$ cat config.mk
export PLATFORM = sky130hd
export DESIGN_NAME = trap_controller
export DESIGN_NICKNAME = d
export VERILOG_FILES = /design/src/rtl/trap_controller.sv
export SDC_FILE = /design/constraint.sdc
export NUM_CORES = 1
export LEC_CHECK = 0
export ABC_AREA = 1
export CAP_MARGIN = 20
export CORE_ASPECT_RATIO = 1.4
export CORE_MARGIN = 2
export CORE_UTILIZATION = 25
export CTS_BUF_LIST = sky130_fd_sc_hd__clkbuf_8
export DETAILED_ROUTE_END_ITERATION = 7
export PLACE_DENSITY = 0.54
export SYNTH_ARGS = -nofsm -noshare
export SYNTH_HDL_FRONTEND = slang
export SYNTH_SLANG_ARGS = --single-unit
$ cat constraint.sdc
create_clock -name clk -period 3 [get_ports clk]
set_clock_uncertainty 0.1 [all_clocks]
set_input_delay 0.75 -clock clk [delete_from_list [all_inputs] [get_ports clk]]
set_output_delay 0.75 -clock clk [all_outputs]
set_load 0.05 [all_outputs]
$ cat src/rtl/trap_controller.sv
// Machine-mode trap controller: owns the M-mode trap CSRs, takes EX exceptions in
// the same cycle and sequences interrupts through a request/flush/jump handshake.
module trap_controller #(
  parameter logic [31:0] MTVEC_RESET = 32'h0000_0100
) (
  input  logic        clk,
  input  logic        rst_sync,
  input  logic        irq_ext,
  input  logic        irq_timer,
  input  logic        irq_soft,
  input  logic        exc_illegal,
  input  logic        exc_ecall,
  input  logic        exc_ebreak,
  input  logic        mret_ex,
  input  logic [31:0] pc_ex,
  input  logic        jump_en_ex,
  input  logic [31:0] jump_addr_ex,
  input  logic        stall_n,
  input  logic        flushing_pipeline,
  input  logic [11:0] csr_addr,
  input  logic        csr_we,
  input  logic [31:0] csr_wdata,
  output logic [31:0] csr_rdata,
  output logic [31:0] mepc,
  output logic        any_interrupt_come,
  output logic        valid_interrupt_request,
  output logic        trap_occurred,
  output logic [31:0] trap_jump_addr
);

  typedef enum logic {IDLE, IRQ_FLUSH} state_t;

  localparam logic [11:0] ADDR_MSTATUS  = 12'h300;
  localparam logic [11:0] ADDR_MIE      = 12'h304;
  localparam logic [11:0] ADDR_MTVEC    = 12'h305;
  localparam logic [11:0] ADDR_MSCRATCH = 12'h340;
  localparam logic [11:0] ADDR_MEPC     = 12'h341;
  localparam logic [11:0] ADDR_MCAUSE   = 12'h342;
  localparam logic [11:0] ADDR_MIP      = 12'h344;

  state_t      state;
  logic        mstatus_mie;
  logic        mstatus_mpie;
  logic        mie_msie;
  logic        mie_mtie;
  logic        mie_meie;
  logic [31:0] mtvec_q;
  logic [31:0] mscratch_q;
  logic [31:0] mepc_q;
  logic [31:0] mcause_q;
  logic [3:0]  irq_code_q;

  logic [31:0] mip_w;
  logic [31:0] mie_w;
  logic [31:0] mstatus_w;
  logic [31:0] pending;
  logic [31:0] tvec_base;
  logic [3:0]  exc_code;
  logic [3:0]  irq_code;
  logic        in_idle;
  logic        exc_raw;
  logic        exc_take;
  logic        irq_take;
  logic        mret_take;
  logic        irq_fire;

  function automatic logic [3:0] irq_prio(input logic [31:0] pend);
    if (pend[11])     irq_prio = 4'd11;
    else if (pend[3]) irq_prio = 4'd3;
    else              irq_prio = 4'd7;
  endfunction

  function automatic logic [3:0] exc_prio(input logic ill, input logic ecall);
    if (ill)        exc_prio = 4'd2;
    else if (ecall) exc_prio = 4'd11;
    else            exc_prio = 4'd3;
  endfunction

  assign mip_w     = {20'b0, irq_ext, 3'b0, irq_timer, 3'b0, irq_soft, 3'b0};
  assign mie_w     = {20'b0, mie_meie, 3'b0, mie_mtie, 3'b0, mie_msie, 3'b0};
  assign mstatus_w = {19'b0, 2'b11, 3'b0, mstatus_mpie, 3'b0, mstatus_mie, 3'b0};
  assign pending   = mip_w & mie_w;
  assign tvec_base = {mtvec_q[31:2], 2'b00};
  assign exc_code  = exc_prio(exc_illegal, exc_ecall);
  assign irq_code  = irq_prio(pending);

  assign in_idle   = (state == IDLE);
  assign exc_raw   = exc_illegal | exc_ecall | exc_ebreak;
  assign exc_take  = in_idle & exc_raw & ~flushing_pipeline & ~rst_sync;
  assign irq_take  = in_idle & mstatus_mie & (|pending) & stall_n & ~flushing_pipeline
                     & ~exc_raw & ~mret_ex & ~rst_sync;
  assign mret_take = in_idle & mret_ex & ~exc_raw;
  // Reset wins over a pending jump out of IRQ_FLUSH so no stray strobe escapes.
  assign irq_fire  = (state == IRQ_FLUSH) & ~flushing_pipeline & ~rst_sync;

  assign any_interrupt_come      = |pending;
  assign valid_interrupt_request = irq_take;
  assign trap_occurred           = exc_take | irq_fire;
  assign trap_jump_addr          = ((state == IRQ_FLUSH) && (mtvec_q[1:0] == 2'b01))
                                   ? tvec_base + {26'b0, irq_code_q, 2'b00}
                                   : tvec_base;
  assign mepc                    = mepc_q;

  always_comb begin
    csr_rdata = 32'b0;
    case (csr_addr)
      ADDR_MSTATUS:  csr_rdata = mstatus_w;
      ADDR_MIE:      csr_rdata = mie_w;
      ADDR_MTVEC:    csr_rdata = mtvec_q;
      ADDR_MSCRATCH: csr_rdata = mscratch_q;
      ADDR_MEPC:     csr_rdata = mepc_q;
      ADDR_MCAUSE:   csr_rdata = mcause_q;
      ADDR_MIP:      csr_rdata = mip_w;
      default:       csr_rdata = 32'b0;
    endcase
  end

  always_ff @(posedge clk) begin
    if (rst_sync) begin
      state        <= IDLE;
      mstatus_mie  <= 1'b0;
      mstatus_mpie <= 1'b0;
      mie_msie     <= 1'b0;
      mie_mtie     <= 1'b0;
      mie_meie     <= 1'b0;
      mtvec_q      <= MTVEC_RESET;
      mscratch_q   <= 32'b0;
      mepc_q       <= 32'b0;
      mcause_q     <= 32'b0;
      irq_code_q   <= 4'b0;
    end else begin
      case (state)
        IDLE:      if (irq_take) state <= IRQ_FLUSH;
        IRQ_FLUSH: if (!flushing_pipeline) state <= IDLE;
        default:   state <= IDLE;
      endcase

      // Software writes first so that trap/mret updates below take precedence.
      if (in_idle && csr_we) begin
        case (csr_addr)
          ADDR_MSTATUS: begin
            mstatus_mie  <= csr_wdata[3];
            mstatus_mpie <= csr_wdata[7];
          end
          ADDR_MIE: begin
            mie_msie <= csr_wdata[3];
            mie_mtie <= csr_wdata[7];
            mie_meie <= csr_wdata[11];
          end
          ADDR_MTVEC:    mtvec_q    <= csr_wdata;
          ADDR_MSCRATCH: mscratch_q <= csr_wdata;
          ADDR_MEPC:     mepc_q     <= {csr_wdata[31:2], 2'b00};
          ADDR_MCAUSE:   mcause_q   <= csr_wdata;
          default:       ;
        endcase
      end

      if (exc_take) begin
        mepc_q       <= {pc_ex[31:2], 2'b00};
        mcause_q     <= {28'b0, exc_code};
        mstatus_mpie <= mstatus_mie;
        mstatus_mie  <= 1'b0;
      end else if (irq_take) begin
        mepc_q       <= jump_en_ex ? {jump_addr_ex[31:2], 2'b00}
                                   : {pc_ex[31:2] + 30'd1, 2'b00};
        mcause_q     <= {1'b1, 27'b0, irq_code};
        irq_code_q   <= irq_code;
        mstatus_mpie <= mstatus_mie;
        mstatus_mie  <= 1'b0;
      end else if (mret_take) begin
        mstatus_mie  <= mstatus_mpie;
        mstatus_mpie <= 1'b1;
      end
    end
  end

endmodule

-- After elaboration in Yosys (flattened, before gate mapping)
Index checks and enable logic that the tools add are counted.
- flip-flop bits (word level): 138
- bits in latches: 0
- memory bits (writable): 0
- ROM bits: 0
- input bits: 121
- output and inout port bits: 99
- word-level logic and storage cells: 100
- memories kept: 0
- add/sub/neg operators: 2
- $mul: 0
- divide/modulo/power cells: 0
- order comparisons: 0
- equality and inequality tests: 8
- shifts and indexed selects: 0
- muxes and demuxes: 26
- bitwise gates (word level): 24
- reductions and logical operators: 26
- operators with widths (cell ; count):
    $mux W32 ; 9
    $pmux W32 S7 ; 1
    $eq A12 B10 Y1 const B ; 7
    $add A32 B6 Y32 ; 1
    $reduce_or A32 Y1 ; 1
    $add A30 B1 Y30 const B ; 1
    $reduce_and A2 Y1 ; 11
    $mux W4 ; 4
    $and A1 B1 Y1 ; 14
    $and A12 B12 Y12 ; 1
    $mux W1 ; 10
    $reduce_bool A2 Y1 ; 5
    $reduce_bool A3 Y1 ; 3
    $reduce_bool A4 Y1 ; 2
    $not A1 Y1 ; 6
    $mux W3 ; 1
    $or A1 B1 Y1 ; 3
    $reduce_or A3 Y1 ; 1
    $eq A2 B1 Y1 const B ; 1
    $logic_and A1 B1 Y1 ; 2
    $pmux W1 S2 ; 1
    $reduce_or A2 Y1 ; 1

-- Logic depth before layout (Yosys ltp)
- depth after elaboration: 10
- depth in mapped cells: 12
- depth with buffers taken out: 12

-- Worst setup path after synthesis
OpenSTA, ideal clock, no wires.
- kind: input port to output port
- start: in csr_addr[5]
- end: out csr_rdata[13]
- arrival: 2.347 ns
- required time: 2.150 ns
- setup slack: -0.197 ns
- cell stages on the path: 6
- path buffers: 1
- cell sequence: nor2_1 inv_1 nor2_2 nand3_2 clkbuf_1 o2111ai_1
- cells in the longest elaborated chain, start to end: 2
- elaborated cells on any way between the ends: 8
- classes of those cells: eq/ne: 7; mux: 1
- ends and longest elaborated chain (item ; line ; RTL):
    from (decl) ; 20 ; input logic [11:0] csr_addr,
    $eq A12 B10 Y1 ; 106 ; case (csr_addr)
    $pmux W32 S7 * ; 106 ;
    to (decl) ; 23 ; output logic [31:0] csr_rdata,
Mark *: on every way between the ends. The rest lies on a longest branch, timed or not.

-- Worst setup path after layout
- start: reg irq_code_q[2]
- end: out trap_jump_addr[24]
- cells in the longest elaborated chain, start to end: 2
- ends and longest elaborated chain (item ; line ; RTL):
    from (decl) ; 51 ; logic [3:0] irq_code_q;
    from (signal assigned) ; 167 ; irq_code_q <= irq_code;
    $add A32 B6 Y32 ; 100 ; ? tvec_base + {26'b0, irq_code_q, 2'b00}
    $mux W32 ; 100 ;
    to (decl) ; 28 ; output logic [31:0] trap_jump_addr
Every way passes these cells.

==> flow_summary.ini <==
[worst_setup_path]
r2r-end = mepc[21]
cp-start-kind = flop
r2r_start = state
critPathArrivalTime_ns = 2.29
reg2reg_slack_ns = 0.89
critical_path_class = reg -> out
r2r_cells = 11
worstPathMaxFanout = 5
end_kind = primary output
required_ns = 2.15

[yosys]
synth_top_flop_cell = dfxtp_1
yosysTopAreaCellShare_pct = 30.33
synth_edf_count = 0
ys_ff_latch = 135
ys_top_cells_by_area = dfxtp_1, nand2_1, o21ai_0
syn_area_per_cell_um2 = 5.920
yosysTopAreaCell = dfxtp_1
netlist_instances = 1505
ys_seq_area_share_pct = 30.33
ys_async_sr_fraction_pct = 0
synth_most_common_cell = nand2_1
syn_area_um2 = 8910
ys_types = 42
synth_top_cells_by_count = nand2_1, nor2_1, inv_1, o21ai_0, dfxtp_1
yosys_warnings = 0

[pwr]
p_per_area_nw_per_um2 = 295.0
irDropWorstVdd_v = 0.0002590
leakage_nw = 5.969

[clocking]
cts_buffers = 17
numClockSinks = 135
path_clk_slew_ns = 0.09
worstSkewPairLatency_ns = 0.47
clockBufferDepth = 2
cts_tree = done
cts_hold_buffers = 0
htree_num_levels = 4
cts-root-buf = clkbuf_8

[timing]
worstMarginPinSlew_ns = 0.6907
finalWorstSetupSlack_ns = -0.1366
hold_viol_final = 0
fmax_ghz = 0.3188
slew_headroom_pct = 53.95
timing.final.crit_share_pct = 104.6
maxSlewViolCount = 0
fin_setup_tns_ns = -1.328
rsz0062_at_grt = yes
layout_min_cycle_time_ns = 3.137
timing.hold.ws_ns = 0.3485
finalSetupViolCount = 22

[floorplan]
die_x_um = 163.6
fp.coreArea_um2 = 35070
placementRows = 81
die-area_um2 = 37190
start_util_pct = 25.41
pin_count = 220
dieHeight_um = 227.4

[final_layout]
stdcell_count = 2247
nets = 1902
multiInputGateArea_um2 = 6421
regArea_um2 = 2728
fillCellCount = 3671
drive_gt1_share_pct = 25.95
area_growth_pct = 66.26

[placed_design]
io_buffers = 211
dp_hpwl_um = 30190
gp_congestion = 0.9147
place_inst = 2176
preCtsSetupSlack_ns = -0.4623

[grt]
grt_pass1_wl_um = 61140
grt_max_degree = 74
grt_usage_pct = 21.64
first_global_vias = 10700
antenna_found_initial = 3
grt_overflow = 0

[flow_run]
cap_violations = 0

[hold_path]
min_from = mscratch_q[6]
min_to = mscratch_q[6]
min_path_type = reg -> reg
worstHoldPathCells = 2

[routing]
dr.pass1.iters = 6
via_per_inst = 4.834
vias = 10860
routedWlPerCell_um = 17.93
drc = 0
antenna_left = 0
drt-total-wl_um = 40290
drt_iter0_drc = 718

[run_status]
violations = setup timing
status = finished with violations
-- placed cells by master (no fill, tap or decap), drive strengths merged, types with 4 or more instances in the layout --
cell and n:
a21oi 114, buf 175, bufinv 5, clkbuf 19, clkdlybuf4s50 134, clkinv 12, conb 4, dfxtp 135
ha 5, inv 181, nand2 425, nand3 96, nand4 15, nor2 223, nor3 22, o2111ai 26
o21ai 162, or2 4, xor2 13
-- routing by layer --
metal	global-route usage, %	part of all wire [%]
met1	26.14	41
met2	37.33	50
met3	2.915	4.9
met4	11.26	4.1
met5	0	0
-- how the worst max path moves through the flow --
stage	depth (start not counted)	end	start
global placement	11	csr_rdata[18]	csr_addr[9]
finish	11	trap_jump_addr[24]	irq_code_q[2]
CTS	12	trap_jump_addr[24]	irq_code_q[1]
detailed placement	11	csr_rdata[17]	csr_addr[8]
global route	12	trap_jump_addr[20]	irq_code_q[2]
floorplan	6	csr_rdata[13]	csr_addr[5]
-- power by group --
part           switching (mW)  total, mW  internal, mW
Combinational           0.430      0.723         0.293
Sequential             0.0454       1.86          1.82
Clock                   0.789       1.78         0.993
Total                    1.26       4.37          3.11
-- registers in the layout, indices dropped and copies added (netlist names) --
| signal | count |
|---|---|
| mtvec_q | 32 |
| mepc | 30 |
| mcause_q | 32 |
| mstatus_mpie | 1 |
| mstatus_mie | 1 |
| state | 1 |
| mie_mtie | 1 |
| mscratch_q | 32 |
| mie_msie | 1 |
| irq_code_q | 3 |
| mie_meie | 1 |
-- cell families after synthesis --
group / after synthesis / synth area share (%)
other cells: 1 / 0.04209
simple gates: 790 / 37.44
buf+inv: 250 / 11.23
flops: 135 / 30.33
fa+ha+maj: 6 / 0.9268
xor+xnor: 14 / 1.376
compound gates: 309 / 18.65
-- worst max-delay path: stages, from the launching register on --
cell and delay (ns):
dfxtp_2 0.36, ha_4 0.34, nand3_2 0.12, nand2_4 0.09, nand2_2 0.08, nor2_4 0.12, nand2_4 0.08, nor2_4 0.20
nand3_1 0.11, nand2_1 0.09, nand2_2 0.07, buf_12 0.15
-- per-stage QoR --
stage          util, %  area [µm²]  total power, mW
2_1_floorplan        -        8941            2.223
3_3_place_gp     35.97       12610            2.598
3_5_place_dp     35.97       12610            2.602
4_1_cts          41.50       14550            4.382
5_1_grt          42.24       14810            4.528
6_report         42.24       14810            4.370
-- area by class of cell --
type | instances | share of cell area (%)
antenna | 3 | 0.05068
clock buffer | 17 | 1.580
clock inverter | 15 | 1.529
inverter | 186 | 4.967
multi-input combinational | 1123 | 43.35
sequential | 135 | 18.41
tap | 456 | 3.852
timing repair buffer | 312 | 26.26
-- timing repair --
| item | CTS | global route |
|---|---|---|
| gates resized for setup | 261 | 111 |
| pin swaps | 32 | 53 |
| cloned | 11 | 0 |
| buffers inserted | 25 | 8 |
| endpoints found under the setup margin | 58 | 56 |
No activity file was read; power rests on OpenSTA's default activity.
